==> src/rtl/fios_mm_ctrl.sv <==
// fios_mm_ctrl: sequencer and per-PE control decode for the expanded FIOS Montgomery multiplier array
module fios_mm_ctrl #(
    parameter int s             = 8,
    parameter int DSP_REG_LEVEL = 3,
    parameter int RES_DELAY     = 0
) (
    input  logic                  clock_i,
    input  logic                  reset_n_i,
    input  logic                  start_i,
    input  logic                  abort_i,
    output logic                  busy_o,
    output logic                  done_o,
    output logic                  rd_en_o,
    output logic [$clog2(s)-1:0]  rd_addr_o,
    output logic [s-1:0]          a_reg_en_o,
    output logic [s-1:0]          m_reg_en_o,
    output logic [s-1:0][1:0]     mux_A_sel_o,
    output logic [s-1:0][1:0]     mux_B_sel_o,
    output logic [s-1:0][1:0]     mux_C_sel_o,
    output logic [s-1:0]          CREG_en_o,
    output logic [s-1:0][8:0]     OPMODE_o,
    output logic [s-1:0]          RES_delay_en_o,
    output logic [s-1:0]          C_input_delay_en_o,
    output logic                  FIOS_input_sel_o,
    output logic                  res_valid_o,
    output logic [$clog2(s)-1:0]  res_idx_o
);
    localparam int PE_DELAY = (DSP_REG_LEVEL == 1 ? 5 : DSP_REG_LEVEL == 2 ? 6 : 8) + RES_DELAY;
    localparam int CW       = $clog2(2 + (s + 1) * PE_DELAY + s);
    localparam int AW       = $clog2(s);
    localparam int R        = 2 + s * PE_DELAY;

    typedef enum logic [1:0] {IDLE, RUN, DONE} state_t;

    state_t        state, state_nxt;
    logic [CW-1:0] cnt, cnt_nxt;
    logic          run;
    logic          act;
    int            k;

    // state and cycle counter register
    always_ff @(posedge clock_i or negedge reset_n_i) begin
        if (!reset_n_i) begin
            state <= IDLE;
            cnt   <= '0;
        end else begin
            state <= state_nxt;
            cnt   <= cnt_nxt;
        end
    end

    // next state: abort wins over everything, start is only looked at in IDLE
    always_comb begin
        state_nxt = state;
        cnt_nxt   = cnt;
        case (state)
            IDLE: begin
                state_nxt = start_i ? RUN : IDLE;
                cnt_nxt   = '0;
            end
            RUN: begin
                state_nxt = abort_i ? IDLE : (cnt == CW'(R + s - 1)) ? DONE : RUN;
                cnt_nxt   = abort_i ? '0 : (cnt == CW'(R + s - 1)) ? cnt : cnt + 1'b1;
            end
            default: begin
                state_nxt = IDLE;
                cnt_nxt   = '0;
            end
        endcase
    end

    // output decode from registered state/cnt; each PE runs on its own skewed local time k
    always_comb begin
        run                = state == RUN;
        busy_o             = state != IDLE;
        done_o             = state == DONE;
        rd_en_o            = run && cnt < CW'(s);
        rd_addr_o          = rd_en_o ? cnt[AW-1:0] : '0;
        res_valid_o        = run && cnt >= CW'(R);
        res_idx_o          = res_valid_o ? AW'(cnt - CW'(R)) : '0;
        FIOS_input_sel_o   = 1'b0;
        a_reg_en_o         = '0;
        m_reg_en_o         = '0;
        mux_A_sel_o        = '0;
        mux_B_sel_o        = '0;
        mux_C_sel_o        = '0;
        CREG_en_o          = '0;
        OPMODE_o           = '0;
        RES_delay_en_o     = '0;
        C_input_delay_en_o = '0;
        k                  = 0;
        act                = 1'b0;
        for (int i = 0; i < s; i++) begin
            k                     = int'(cnt) - 1 - i * PE_DELAY;
            act                   = run && k >= 0 && k <= s + 1;
            a_reg_en_o[i]         = act && k == 0;
            m_reg_en_o[i]         = act && k == DSP_REG_LEVEL;
            mux_A_sel_o[i]        = (act && k < s) ? 2'd1 : 2'd0;
            mux_B_sel_o[i]        = (act && k < s) ? 2'd1 : 2'd0;
            mux_C_sel_o[i]        = (act && i > 0) ? 2'(DSP_REG_LEVEL - 1) : 2'd0;
            CREG_en_o[i]          = act;
            OPMODE_o[i]           = !act ? 9'h000 : k == 0 ? 9'b000000101 : k <= s ? 9'b110010101 : 9'b110010000;
            RES_delay_en_o[i]     = act && RES_DELAY > 0 && k >= 1;
            C_input_delay_en_o[i] = act && DSP_REG_LEVEL >= 2;
        end
    end
endmodule
==> config.mk <==
export PLATFORM = sky130hd
export DESIGN_NAME = fios_mm_ctrl
export DESIGN_NICKNAME = d
export VERILOG_FILES = /design/src/rtl/fios_mm_ctrl.sv
export SDC_FILE = /design/constraint.sdc
export NUM_CORES = 1
export LEC_CHECK = 0
export CORE_ASPECT_RATIO = 1.5
export CORE_MARGIN = 2
export CORE_UTILIZATION = 38
export DETAILED_ROUTE_END_ITERATION = 8
export PLACE_DENSITY = 0.84
export SLEW_MARGIN = 20
export SYNTH_ARGS = -nofsm -noshare
export SYNTH_HDL_FRONTEND = slang
export SYNTH_SLANG_ARGS = --single-unit
==> constraint.sdc <==
create_clock -name clock_i -period 5.6 [get_ports clock_i]
set_input_delay 1.12 -clock clock_i [delete_from_list [all_inputs] [get_ports clock_i]]
set_output_delay 1.12 -clock clock_i [all_outputs]
set_load 0.03 [all_outputs]
=== Word-level counts from Yosys, hierarchy flattened ===
Cells that the tools add are included.

* Input port bits: 4
* Logic and storage cells: 158
* Flip-flop bits (word level): 9

* $add $sub $neg: 10
* Magnitude comparators: 34
* Reductions and logical operators: 52
* Muxes and demuxes: 48
* Equality and inequality tests: 12

{| class="wikitable"
|+ Operators by type and width
! kind !! count
|-
| $le 32x5->1 const B || 12
|-
| $logic_not 32->1 || 8
|-
| $eq 32x3->1 const B || 6
|-
| $ge 32x1->1 const B || 6
|-
| $lt 32x5->1 const B || 6
|-
| $mux 9 || 16
|-
| $logic_and 1x1->1 || 42
|-
| $sub 8x7->9 const B || 4
|-
| $mux 3 || 10
|-
| $mux 7 || 3
|-
| $le 9x5->1 const B || 2
|-
| $mux 2 || 9
|-
| $sub 8x6->9 const B || 2
|-
| $le 8x5->1 const B || 2
|-
| $eq 9x3->1 const B || 1
|-
| $ge 9x1->1 const B || 1
|-
| $lt 9x5->1 const B || 1
|-
| $mux 1 || 9
|-
| $sub 8x5->9 const B || 1
|-
| $eq 8x3->1 const B || 1
|-
| $ge 8x1->1 const B || 1
|-
| $lt 8x5->1 const B || 1
|-
| $sub 7x1->8 const B || 1
|-
| $add 7x1->7 const B || 1
|-
| 10 further kinds || 10
|}

=== Logic depth before layout (Yosys ltp) ===
Gate-level depths: netlist of run 1.

* Depth in word-level cells: 7
* Mapped depth: 15

=== Worst setup path before layout of run 1 ===
Ideal clock, no wire load.

* Kind: flip-flop to output port
* Start: register cnt[0]
* End: output port OPMODE_o[52] (netlist bit)
* Setup slack: 486 ps
* Data arrival time: 3994 ps
* Data required time: 4480 ps
* Buffers on the path: 3
* Stages on the path, launching flop included: 12
* Cells stage by stage: dfrtp_1 -> buf_6 -> inv_1 -> ha_1 -> nor3b_2 -> xor2_1 -> inv_1 -> ha_1 -> clkbuf_1 -> o311a_4 -> nor4_1 -> buf_4

{| class="wikitable"
|+ RTL lines
! element !! line !! RTL
|-
| from (decl) || 36 || <nowiki>logic [CW-1:0] cnt, cnt_nxt;</nowiki>
|-
| from (signal assigned) || 48 || <nowiki>cnt <= cnt_nxt;</nowiki>
|-
| to (decl) || 21 || <nowiki>output logic [s-1:0][8:0] OPMODE_o,</nowiki>
|}

==> qor.txt, run 1 <==
Kind of cell adding the most delay to the critical path = buffers and inverters
Core ar. = 6850 sq um
Final Instance Count excl. Fillers = 498
#FFs+latches synth = 9
Synth warn = 0
Cells after Synth = 377
Fmax = 186 MHz
Final setup vio count = 0
Post-synth top area cell = buf_4
Worst-path fanout max = 17
Wirelength per Cell = 14.1 um
I/O pin count = 175
# rows = 37
Most frequent CP cell = ha_1
N_diodes = 0
CTS Sinks = 9
Post-synthesis sequential area ratio = 8.38%
Reg area = 225 sq um
DPL Wire Length = 5720 um
Final Worst Setup Slack = 231 ps
IO Port Bufs = 108
DRT antenna net count = 0
Top-count cell post-synth = buf_4
Met3 Track Usage GR = 2.35%
FF-to-FF Start = cnt[4]$_DFFE_PN0P_
Vias in the first global route = 2140
Final Util = 47.3%
Initial antenna violation count = 0
Max-slew violation count = 0
Crit Path Category = reg -> out
Synth top cells by count = buf_4 (114), nor2_1 (42), nor3_1 (22), ha_1 (15), clkbuf_1 (14)
GPL Wtd Cong = 0.883
Setup TNS = 0 ps
CP Data Required Time = 4480 ps
Via count = 2522
RSZ-0062 raised after global routing = no
Status = complete, no violations
Startpoint types = flip-flop
Rel. slew slack = 47.3%
DRC = 0
Initial Util = 39.2%
Worst Max-Slew Pin Slew = 791 ps
Sequence of cells on the critical path = inv_1 -> ha_1 -> nor2b_2 -> xnor2_4 -> inv_2 -> ha_1 -> o311a_4 -> nor4_1 -> clkdlybuf4s50_1
Layout area overhead = 20.6%
Worst Hold Class = reg -> reg
Primary FF master, synth = dfrtp_1
CTS tree = built
Async SR Flop Fraction = 100%
Met2 global-route usage = 30.9%
Most Used Layer, Global Route = met2
Die width = 72.7 um
CP max stage delay = 770 ps
DP Area = 3170 sq um
Total CTS buffers = 3
Synth top area cells = buf_4 (32%), dfrtp_1 (8.4%), ha_1 (7.0%)
Dpl ws = 398 ps
DRT Pass-1 Iters = 4
CP Data Arrival Time = 4250 ps
Die area = 7780 sq um
CP endpoint kind = output port
Max Cap Viol = 0
Clk buf depth = 2
Mean post-synth cell area = 7.13 sq um
Buf+Inv Stages, Crit Path = 3
Hold_sp = state[1]$_DFF_PN0_
Fin nets = 440
Total wire length = 7000 um
Final-layout fill cell count = 683
Synth top area share = 31.8%
Clock Latency Late Sink = 230 ps
1st-iter DRT viols = 224
Final Hold Fails = 0
Met1 global-route usage = 17.5%
Post-Syn Area = 2690 sq um
Clock skew = 0.513 ps
Total track usage = 16.5%
Slowest CP cell = clkdlybuf4s50_1
Post-route cell area = 3240 sq um
Leak = 1.25 nW
Worst-path clk slew = 40 ps
Placed cells = 494
First-pass GRT wire length = 10600 um
Crit. Startpoint = cnt[1]$_DFFE_PN0P_
Minimum clock period = 5370 ps
Synth unique cells = 58
Die span in y = 107 um
Area of the multi-input gates = 1710 sq um
Root Driver = clkbuf_8
Layout cell share with drive strength beyond 1 = 5.71%
Clock H-tree levels = 1
PD cells = 121 nW/um^2
Crit share post-route = 95.9%
Peak VDD IR = 0.000141 V
EDFF count, synth = 0
Gr ovfl total = 0
Vias/cell = 5.06
Largest net degree at the start of global routing = 24
## cell families after synthesis
| family | share of synthesized area, % |
|---|---|
| mux | 0.372 |
| buf+inv | 37.8 |
| compound gates | 14.1 |
| flops | 8.38 |
| xor+xnor | 4.61 |
| other cells | 0.140 |
| simple gates | 27.7 |
| fa+ha+maj | 6.98 |
## placed cells by master, fill, tap and decap left out, types with 10 or more instances in the layout
| cell type | n |
|---|---|
| ha_1 | 14 |
| clkdlybuf4s50_1 | 108 |
| nor3_1 | 22 |
| conb_1 | 66 |
| nor4_1 | 10 |
| a21oi_1 | 11 |
| nand3_1 | 13 |
| nor2_1 | 42 |
| inv_1 | 12 |
| nand2_1 | 13 |
## repair_timing
action	in CTS	in global routing
resized for setup	0	4
endpoints found under the setup margin	0	34
buffers inserted	0	0
hold buffers	0	0
## metrics by stage
| stage | hold WS [ps] | total power, mW |
|---|---|---|
| 5_1_grt | 632 | 0.416 |
| 2_1_floorplan | 652 | 0.308 |
| 4_1_cts | 600 | 0.386 |
| 3_3_place_gp | 587 | 0.308 |
| 6_report | 596 | 0.391 |
| 3_5_place_dp | 588 | 0.310 |
## worst min-delay path, stage by stage (launching register included)
cell and delay, ps:
dfrtp_1 360, or2_2 130, o21ai_0 60
## state kept, by name (all words and copies together), names as in the netlist
name,flops
state,2
cnt,7
## metal layers
metal / up-vias / wire length, um
li1: 1201 / -
met1: 1147 / 2480
met2: 151 / 3710
met3: 23 / 530
met4: 0 / 287
met5: - / 0
## final cells by class
type                    instances  share of cell area [%]
multi-input cells             282                    52.9
flip-flops and latches          9                    6.95
well taps                      78                    3.01
inverters                      13                    1.51
clock buffers                   4                    1.39
repair buffers                112                    34.3
## report_power, final
group | leakage [nW] | internal (mW) | switching [mW]
Combinational | 1.11 | 0.0640 | 0.181
Sequential | 0.123 | 0.0675 | 0.00459
Clock | 0.0228 | 0.0495 | 0.0243
## path summary, 6_finish.rpt
| kind | to | slack, ps | cells after the start |
|---|---|---|---|
| max | OPMODE_o[49] | 230 | 9 |
| min | state[0]$_DFF_PN0_ | 600 | 2 |
| max reg2reg | cnt[3]$_DFFE_PN0P_ | 3700 | 4 |
| min reg2reg | state[0]$_DFF_PN0_ | 600 | 2 |
| max in group asynchronous | cnt[6]$_DFFE_PN0P_ | 4130 | 1 |
| min in group asynchronous | cnt[4]$_DFFE_PN0P_ | 1190 | 1 |
No activity file was read; power rests on OpenSTA's default activity.
==> inputs of run 2 (changes only) <==
--- a/config.mk
+++ b/config.mk
@@ -5,11 +5,13 @@
 export SDC_FILE = /design/constraint.sdc
 export NUM_CORES = 1
 export LEC_CHECK = 0
+export CELL_PAD_IN_SITES_DETAIL_PLACEMENT = 1
+export CELL_PAD_IN_SITES_GLOBAL_PLACEMENT = 2
 export CORE_ASPECT_RATIO = 1.5
 export CORE_MARGIN = 2
-export CORE_UTILIZATION = 38
+export CORE_UTILIZATION = 18
 export DETAILED_ROUTE_END_ITERATION = 8
-export PLACE_DENSITY = 0.84
+export PLACE_DENSITY_LB_ADDON = 0.1
 export SLEW_MARGIN = 20
 export SYNTH_ARGS = -nofsm -noshare
 export SYNTH_HDL_FRONTEND = slang
==> run 2 against run 1 <==
Effect of this change: first-iteration DRC count down 73%; clock skew up 1.5 ps; largest power group unchanged; setup slack better by 130 ps; sequential power down 3.5%; combinational power up 9.8%; via count down 0.71%; clock power up 71%; register-to-register slack worse by 130 ps; total power up 19%; utilization down 23 points; critical path depth up 1; largest cell class unchanged; global-route usage down 4.9 points.
==> qor.txt, run 2 (synthesis results as in run 1) <==
Status = complete, no violations
Post-CTS Repair Setup Buffers = 0 (unchanged)
CP Data Arrival Time = 4120 ps (-130 ps)
Slowest CP cell = clkdlybuf4s50_1
Most Used Layer, Global Route = met2
Core ar. = 14600 sq um (+110%)
Die area = 15900 sq um (+110%)
Worst Hold Class = reg -> reg
Worst-path fanout max = 8 (-9)
PD cells = 133 nW/um^2 (+10%)
Initial antenna violation count = 0 (unchanged)
I/O pin count = 175 (unchanged)
Max Cap Viol = 0 (unchanged)
Post-cts hold buffer count = 0 (unchanged)
GPL Wtd Cong = 0.784 (-11%)
Clock H-tree levels = 1 (unchanged)
Gr ovfl total = 0 (unchanged)
Startpoint types = flip-flop
CP Data Required Time = 4480 ps (about the same)
Root Driver = clkbuf_16
First-pass GRT wire length = 14900 um (+41%)
Wirelength per Cell = 15.6 um (+11%)
Total wire length = 9740 um (+39%)
Clk buf depth = 2 (unchanged)
Met3 Track Usage GR = 1.10% (-1.2 points)
Minimum clock period = 5240 ps (-133 ps)
R2R setup slack = 3570 ps (-130 ps)
Initial Util = 18.4% (-21 points)
Total CTS buffers = 3 (unchanged)
Met2 global-route usage = 23.8% (-7.1 points)
Worst-path clk slew = 40 ps (about the same)
DPL Wire Length = 8320 um (+45%)
IO Port Bufs = 108 (unchanged)
Clock Latency Late Sink = 240 ps (about the same)
CP endpoint kind = output port
RSZ-0062 raised after global routing = no
Vias/cell = 4.00 (-21%)
Peak VDD IR = 0.000101 V (-28%)
Die span in y = 154 um (+44%)
Crit share post-route = 93.5% (-2.4 points)
Fmax = 191 MHz (+2.5%)
Leak = 1.32 nW (+5.6%)
Via count = 2504 (-0.71%)
DRT antenna net count = 0 (unchanged)
Total track usage = 11.6% (-4.9 points)
Met1 global-route usage = 12.6% (-4.9 points)
Final setup vio count = 0 (unchanged)
CTS tree = built
Clock skew = 2.05 ps (+1.53 ps)
Tot Pwr = 0.465 mW (+19%)
Final Util = 24.0% (-23 points)
DRC = 0 (unchanged)
Largest net degree at the start of global routing = 23 (-4.2%)
Vias in the first global route = 2487 (+16%)
Worst hold margin = 598 ps (+2.08 ps)
Worst Max-Slew Pin Slew = 717 ps (-74.0 ps)
Fin nets = 450 (+2.3%)
Die width = 104 um (+43%)
DRT Pass-1 Iters = 4 (unchanged)
CTS Sinks = 9 (unchanged)
Flip-flop count of the largest register after layout = 7 (unchanged)
Max-slew violation count = 0 (unchanged)
N_diodes = 0 (unchanged)
1st-iter DRT viols = 60 (-73%)
Regs by FF count = cnt (7), state (2)
Largest Register = cnt
Commonest non-fill, non-tap cells in the layout = clkdlybuf4s50_1 (108), conb_1 (66), nor2_1 (42)
Final Hold Fails = 0 (unchanged)
Sequence of cells on the critical path = inv_1 -> ha_1 -> nor3b_4 -> xor2_2 -> ha_1 -> nand2_1 -> a211o_1 -> or4_4 -> nor2_1 -> clkdlybuf4s50_1
# rows = 54 (+46%)
Setup TNS = 0 ps (unchanged)
Most common cell after layout, fill and taps aside = clkdlybuf4s50_1
Rel. slew slack = 52.2% (+4.9 points)
Layout cell share with drive strength beyond 1 = 7.44% (+1.7 points)
Crit Path Category = reg -> out
Most frequent CP cell = ha_1
CP max stage delay = 710 ps (-60 ps)
Layout area overhead = 30.2%
==> run 2: where the power goes <==
| group | total (mW) | switching (mW) | internal [mW] |
|---|---|---|---|
| registers | 0.0696 | 0.00197 | 0.0676 |
| clock network | 0.126 | 0.0309 | 0.0951 |
| logic | 0.269 | 0.198 | 0.0706 |
| total | 0.465 | 0.231 | 0.233 |
==> run 2: final timing paths <==
kind	start	end	cells after the start
hold / removal	state[0]$_DFF_PN0_	state[0]$_DFF_PN0_	2
min in group asynchronous	reset_n_i	state[1]$_DFF_PN0_	1
setup reg to reg	cnt[4]$_DFFE_PN0P_	cnt[3]$_DFFE_PN0P_	5
hold reg to reg	state[0]$_DFF_PN0_	state[0]$_DFF_PN0_	2
setup / recovery	cnt[1]$_DFFE_PN0P_	OPMODE_o[13]	10
max in group asynchronous	reset_n_i	cnt[6]$_DFFE_PN0P_	1
==> run 2: per-layer routing <==
layer	wire length, um	vias up
li1	-	1214
met1	3600	1185
met2	5570	96
met3	433	9
met4	135	0
met5	0	-
==> run 2: repair_timing <==
action	4_1_cts	5_1_grt
hold endpoints to repair	0	0
endpoints found under the setup margin	0	23
resized for setup	0	4
==> run 2: worst max-delay path: cells and delay by family, from the launching register on <==
family / cells / cell delay [ps]
AO/OA/AOI/OAI: 1 / 350
XOR/XNOR: 1 / 200
adder cells (fa/ha/maj): 2 / 730
buffers and inverters: 2 / 900
flip-flops: 1 / 440
AND/OR/NAND/NOR: 4 / 1250
==> run 2: cell type report <==
class,instances,area [sq um]
clock buffers,4,78.8
fillers,1828,11100
inverters,13,48.8
multi-input cells,282,1720
flip-flops and latches,9,225
well taps,196,245
repair buffers,122,1190
==> run 2: through the flow <==
stage          setup WS [ps]  instance area, sq um  instances
3_3_place_gp             387                  3400        622
5_1_grt                 78.7                  3500        626
4_1_cts                  152                  3470        626
3_5_place_dp             413                  3400        622
2_1_floorplan            486                  2930        442
6_report                 364                  3500        626
==> inputs of run 3 (changes only) <==
--- a/config.mk
+++ b/config.mk
@@ -10,6 +10,7 @@
 export CORE_ASPECT_RATIO = 1.5
 export CORE_MARGIN = 2
 export CORE_UTILIZATION = 18
+export CTS_BUF_LIST = sky130_fd_sc_hd__clkbuf_8
 export DETAILED_ROUTE_END_ITERATION = 8
 export PLACE_DENSITY_LB_ADDON = 0.1
 export SLEW_MARGIN = 20
==> run 3 against run 2 <==
Effect of this change: fmax rose by 0.22%; first-iteration DRC count fell by 1.7%; highest routed layer unchanged; critical endpoint unchanged; die area did not move.
==> qor.txt, run 3 (synthesis results as in run 1) <==
Status = complete, no violations
Startpoint types = flip-flop
I/O pin count = 175 (unchanged)
Flip-flop count of the largest register after layout = 7 (unchanged)
CP Data Arrival Time = 4100 ps (-20 ps)
Clock H-tree levels = 1 (unchanged)
Max Cap Viol = 0 (unchanged)
Via count = 2517 (+0.52%)
Met1 global-route usage = 12.6% (-0.026 points)
Worst-path fanout max = 8 (unchanged)
Kind of cell adding the most delay to the critical path = simple AND/OR/NAND/NOR gates
Most frequent CP cell = ha_1
Crit share post-route = 93.3% (-0.20 points)
Reg2Reg Depth = 5 (unchanged)
Sequence of cells on the critical path = inv_1 -> ha_1 -> nor3b_4 -> xor2_2 -> ha_1 -> nand2_1 -> a211o_1 -> or4_4 -> nor2_1 -> clkdlybuf4s50_1
Fin nets = 450 (unchanged)
Total track usage = 11.6% (-0.035 points)
# rows = 54 (unchanged)
Final-layout fill cell count = 1830 (+0.11%)
Rel. slew slack = 50.2% (-2.0 points)
N_diodes = 0 (unchanged)
Final setup vio count = 0 (unchanged)
Final Hold Fails = 0 (unchanged)
Slowest CP cell = clkdlybuf4s50_1
Initial Util = 18.4% (unchanged)
Worst R2R End = cnt[3]$_DFFE_PN0P_
PD cells = 119 nW/um^2 (-10%)
Worst Max-Slew Pin Slew = 747 ps (+29.7 ps)
Clock skew = 2.13 ps (+0.0805 ps)
Most common cell after layout, fill and taps aside = clkdlybuf4s50_1
Post-CTS Repair Setup Buffers = 0 (unchanged)
Initial antenna violation count = 0 (unchanged)
Regs by FF count = cnt (7), state (2)
Core ar. = 14600 sq um (unchanged)
Layout area overhead = 29.0%
DRT antenna net count = 0 (unchanged)
DRC = 0 (unchanged)
FF-to-FF Start = cnt[4]$_DFFE_PN0P_
R2R setup slack = 3580 ps (about the same)
Largest net degree at the start of global routing = 23 (unchanged)
Layout cell share with drive strength beyond 1 = 7.44% (unchanged)
Clk buf depth = 2 (unchanged)
Fmax = 191 MHz (+0.22%)
First-pass GRT wire length = 14900 um (-0.13%)
Root Driver = clkbuf_8
Crit Path Category = reg -> out
Sequential share of power = 16.9% (+1.9 points)
DPL Wire Length = 8320 um (unchanged)
DRT Pass-1 Iters = 4 (unchanged)
Gr ovfl total = 0 (unchanged)
Worst Hold Class = reg -> reg
CTS tree = built
Gate power share = 65.4% (+7.5 points)
1st-iter DRT viols = 59 (-1.7%)
IO Port Bufs = 108 (unchanged)
Leak = 1.31 nW (-0.85%)
Worst hold endpoint = state[0]$_DFF_PN0_
Commonest non-fill, non-tap cells in the layout = clkdlybuf4s50_1 (108), conb_1 (66), nor2_1 (42)
Vias in the first global route = 2487 (unchanged)
Die area = 15900 sq um (unchanged)
Largest Register = cnt
Clock share of power = 17.8% (-9.3 points)
Total CTS buffers = 3 (unchanged)
Hold_sp = state[1]$_DFF_PN0_
Die width = 104 um (unchanged)
Tot Pwr = 0.412 mW (-11%)
Die span in y = 154 um (unchanged)
Buf+Inv Stages, Crit Path = 2 (unchanged)
CP Data Required Time = 4480 ps (about the same)
Hold Path Depth = 2 (unchanged)
Met2 global-route usage = 23.8% (unchanged)
Minimum clock period = 5220 ps (-11.4 ps)
CP max stage delay = 710 ps (about the same)
Clock Latency Late Sink = 230 ps (about the same)
CTS Sinks = 9 (unchanged)
Setup TNS = 0 ps (unchanged)
NetSw = 0.227 mW (-2.0%)
Peak VDD IR = 0.0000832 V (-18%)
Met3 Track Usage GR = 1.10% (unchanged)
Wirelength per Cell = 15.6 um (+0.32%)
Most Used Layer, Global Route = met2
Max-slew violation count = 0 (unchanged)
Worst-path clk slew = 40 ps (about the same)
CP endpoint kind = output port
Vias/cell = 4.02 (+0.52%)
Internal Power = 0.186 mW (-20%)
GPL Wtd Cong = 0.784 (unchanged)
Total wire length = 9770 um (+0.32%)
Switch share = 54.9% (+5.2 points)
RSZ-0062 raised after global routing = no
run 3: cell count changes in the layout (fill, tap and decap cells not counted), sizes merged:
cell,change
inv,+1
clkbuf,-1
run 3: repair_timing:
action,4_1_cts,5_1_grt
setup endpoints to repair,0,26
hold buffers,0,0
resized for setup,0,4
run 3: tightest hold or removal path: cells and delay by family (launching register included):
family	cells	cell delay, ps
AOI/OAI and AO/OA	1	70
DFF	1	360
and+or+nand+nor	1	120
run 3: area by class of cell:
cell class	count	area (sq um)	area share [%]
clock buffers	3	41.3	1.19
clock inverters	1	3.75	0.108
inverters	13	48.8	1.41
multi-input cells	282	1720	49.5
flip-flops and latches	9	225	6.50
well taps	196	245	7.08
repair buffers	122	1190	34.2
run 3: worst max path at each step:
stage                       startpoint           end  slack [ps]  depth (start not counted)
finish              cnt[1]$_DFFE_PN0P_  OPMODE_o[13]         380                         10
detailed placement  cnt[1]$_DFFE_PN0P_  OPMODE_o[13]         410                         10
CTS                 cnt[1]$_DFFE_PN0P_  OPMODE_o[13]         150                         10
floorplan           cnt[0]$_DFFE_PN0P_  OPMODE_o[52]         490                         11
global route        cnt[1]$_DFFE_PN0P_  OPMODE_o[71]          70                         10
global placement    cnt[1]$_DFFE_PN0P_  OPMODE_o[13]         390                         10
run 3: routing by layer:
layer | up-vias | routed length (um)
met5 | - | 0
met4 | 0 | 122
met3 | 9 | 427
met2 | 96 | 5570
met1 | 1195 | 3650
li1 | 1217 | -
run 3: power groups by stage:
stage | logic (mW) | registers, mW | clock network, mW
global route | 0.290 | 0.0700 | 0.0799
global placement | 0.268 | 0.0703 | 0
floorplan | 0.238 | 0.0705 | 0
detailed placement | 0.267 | 0.0705 | 0
CTS | 0.267 | 0.0695 | 0.0763
finish | 0.270 | 0.0695 | 0.0734
run 3: per-stage QoR:
step / hold WS (ps) / cells / setup WS [ps] / area (sq um) / utilization, %
detailed placement: 597 / 622 / 413 / 3400 / 23.3
global placement: 599 / 622 / 387 / 3400 / 23.3
CTS: 607 / 626 / 150 / 3440 / 23.6
global route: 639 / 626 / 71.2 / 3470 / 23.7
finish: 595 / 626 / 376 / 3470 / 23.7
floorplan: 652 / 442 / 486 / 2930 / -
==> patch, RTL diff (config.mk and constraints of run 1) <==
The 3 states of `state_t` get a one-hot encoding in 3 bits.
--- a/src/rtl/fios_mm_ctrl.sv
+++ b/src/rtl/fios_mm_ctrl.sv
@@ -32,3 +32,3 @@
 
-    typedef enum logic [1:0] {IDLE, RUN, DONE} state_t;
+    typedef enum logic [2:0] {IDLE = 3'b001, RUN = 3'b010, DONE = 3'b100} state_t;
 
Function: same outputs for any inputs over 10 cycles, from zero or initial values and one cycle with reset_n_i low; not proved beyond that.
==> patch against run 1 <==
  * Final area increased by 17%
  * Count of clock-buffer cells in the layout stayed put
  * Sequential cell count increased by 1
  * Synthesized area increased by 14%
  * Utilization increased by 0.45 points
  * Highest routed layer unchanged
  * Critical endpoint is now a_reg_en_o[2]
  * Routed wire length rose by 21%
  * Hold slack better by 0.049 ns
  * Worst setup slack improved by 0.049 ns
  * Synthesized cell count increased by 13%
  * Critical path depth increased by 5
  * Largest power group unchanged
  * Power is 10% higher
  * Non-clock buffer count up 8
  * Cell count rose by 17%
==> patch: results (changes against run 1) <==
| Metric | Value |
|---|---|
| Outcome | complete, no violations (unchanged) |
| Commonest cells in the netlist | buf_4 (116), nor2_1 (45), nor3_1 (26) (was buf_4 (114), nor2_1 (42), nor3_1 (22)) |
| WL/cell | 14.5 um (was 14.1 um) |
| Reg2Reg Depth | 4 (unchanged) |
| Cts hold-fix bufs | 0 (unchanged) |
| P_leak | 0.00172 uW (was 0.00125 uW) |
| Clk buf depth | 2 (unchanged) |
| NetSw | 189 uW (was 210 uW) |
| GPL Wtd Cong | 1.05 (was 0.883) |
| Wl on met1 | 3.26 mm (was 2.48 mm) |
| Metal3 WL | 538 um (was 530 um) |
| Top layer in use | met4 (unchanged) |
| Top FF cell, synth | dfrtp_1 (unchanged) |
| WHS Path Cells | 3 (was 2) |
| GR Util met2 | 0.347 (was 0.309) |
| Clock Power | 144 uW (was 73.7 uW) |
| Share of layout cells above drive strength 1 | 0.0795 (was 0.0571) |
| N_diodes | 0 (unchanged) |
| Post-DP HPWL | 6.80 mm (was 5.72 mm) |
| Distinct cells, synth | 74 (was 58) |
| Initial DRC count | 182 (was 224) |
| Synth warn | 0 (unchanged) |
| Met2 Wirelength | 4.40 mm (was 3.71 mm) |
| Vias | 2,917 (was 2,522) |
| Peak VDD IR | 0.158 mV (was 0.141 mV) |
| Setup bufs post-CTS | 0 (unchanged) |
| Met1 GRT Util | 0.201 (was 0.175) |
| H-tree depth | 1 (unchanged) |
| PostCTS Resize Cnt | 0 (unchanged) |
| Final nets | 504 (was 440) |
| Final Skew | 0.00644 ns (was 0.000513 ns) |
| 1st-pass router iterations | 4 (unchanged) |
| Initial antenna violation count | 0 (unchanged) |
| CTS Buf Count | 3 (unchanged) |
| Vias in the first global route | 2,747 (was 2,140) |
| HP Class | reg -> reg (unchanged) |
| Logic pwr share | 0.473 (was 0.627) |
| Clk_lat worst skew | ~0.24 ns |
| # port buffers | 108 (unchanged) |
| Largest net degree at the start of global routing | 24 (unchanged) |
| Tot GR Track Use | 0.182 (was 0.165) |
| Clk slew on worst S/H paths | 0.04 ns (about the same) |
| First-pass GRT wire length | 13.3 mm (was 10.6 mm) |
| Clock root buffer | clkbuf_16 (was clkbuf_8) |
| Sequential element share of the synthesized area | 0.0819 (was 0.0838) |
| Grt met3 use | 0.0181 (was 0.0235) |
| Worst slew margin | 0.490 (was 0.473) |
| Asr flop ratio synth | 1.00 (unchanged) |
| Top flop regs | cnt (7), state (3) (was cnt (7), state (2)) |
| Top post-synthesis cells by area | buf_4 (28%), ha_1 (8.6%), dfrtp_1 (7.3%), nor2_1 (5.5%), nor3_1 (4.2%) (was buf_4 (32%), dfrtp_1 (8.4%), ha_1 (7.0%), nor2_1 (5.9%), nor3_1 (4.1%)) |
| Worst EP arrival | 4.20 ns (was 4.25 ns) |
| Crit-path max FO | 8 (was 17) |
==> patch: area by class of cell <==
type / instances / area [um2]
multi-input combinational: 324 / 2050
inverter: 20 / 77.6
tap: 105 / 131
fill: 780 / 4130
sequential: 10 / 251
clock buffer: 4 / 88.8
timing repair buffer: 120 / 1180
==> patch: worst max-delay path, cell delays in order, from the launching register on <==
cell and delay (ns):
dfrtp_1 0.44, inv_1 0.21, ha_1 0.21, a21boi_1 0.32, a21o_1 0.23, nand2_1 0.08, inv_1 0.19, ha_1 0.38
xor2_1 0.17, nand4_1 0.16, o311ai_2 0.14, a221o_1 0.37, or2_1 0.27, nor2_1 0.09, clkdlybuf4s50_1 0.67
==> patch: logic make-up after synthesis <==
| kind of cell | synth area share |
|---|---|
| fa+ha+maj | 0.0855 |
| xor+xnor | 0.0509 |
| simple gates | 0.271 |
| compound gates | 0.167 |
| mux | 0.00326 |
| other cells | 0.00122 |
| flops | 0.0819 |
| buf+inv | 0.339 |
==> patch: path summary, 6_finish.rpt <==
kind	slack, ns	start	to
max	0.28	cnt[1]$_DFFE_PN0P_	a_reg_en_o[2]
min	0.65	state[1]$_DFF_PN0_	state[1]$_DFF_PN0_
max reg2reg	3.48	cnt[6]$_DFFE_PN0P_	cnt[1]$_DFFE_PN0P_
min reg2reg	0.65	state[1]$_DFF_PN0_	state[1]$_DFF_PN0_
max in group asynchronous	4.07	reset_n_i	state[0]$_DFF_PN1_
min in group asynchronous	1.19	reset_n_i	cnt[3]$_DFFE_PN0P_
==> patch: per-stage QoR <==
step,power [uW],worst slack (ns),cells,cell area (um2)
final,432,0.280,583,3780
after global routing,455,0.00552,583,3780
after CTS,428,0.0414,582,3730
after detailed placement,283,0.299,578,3640
after global placement,281,0.446,578,3640
after floorplan,278,0.194,491,3320
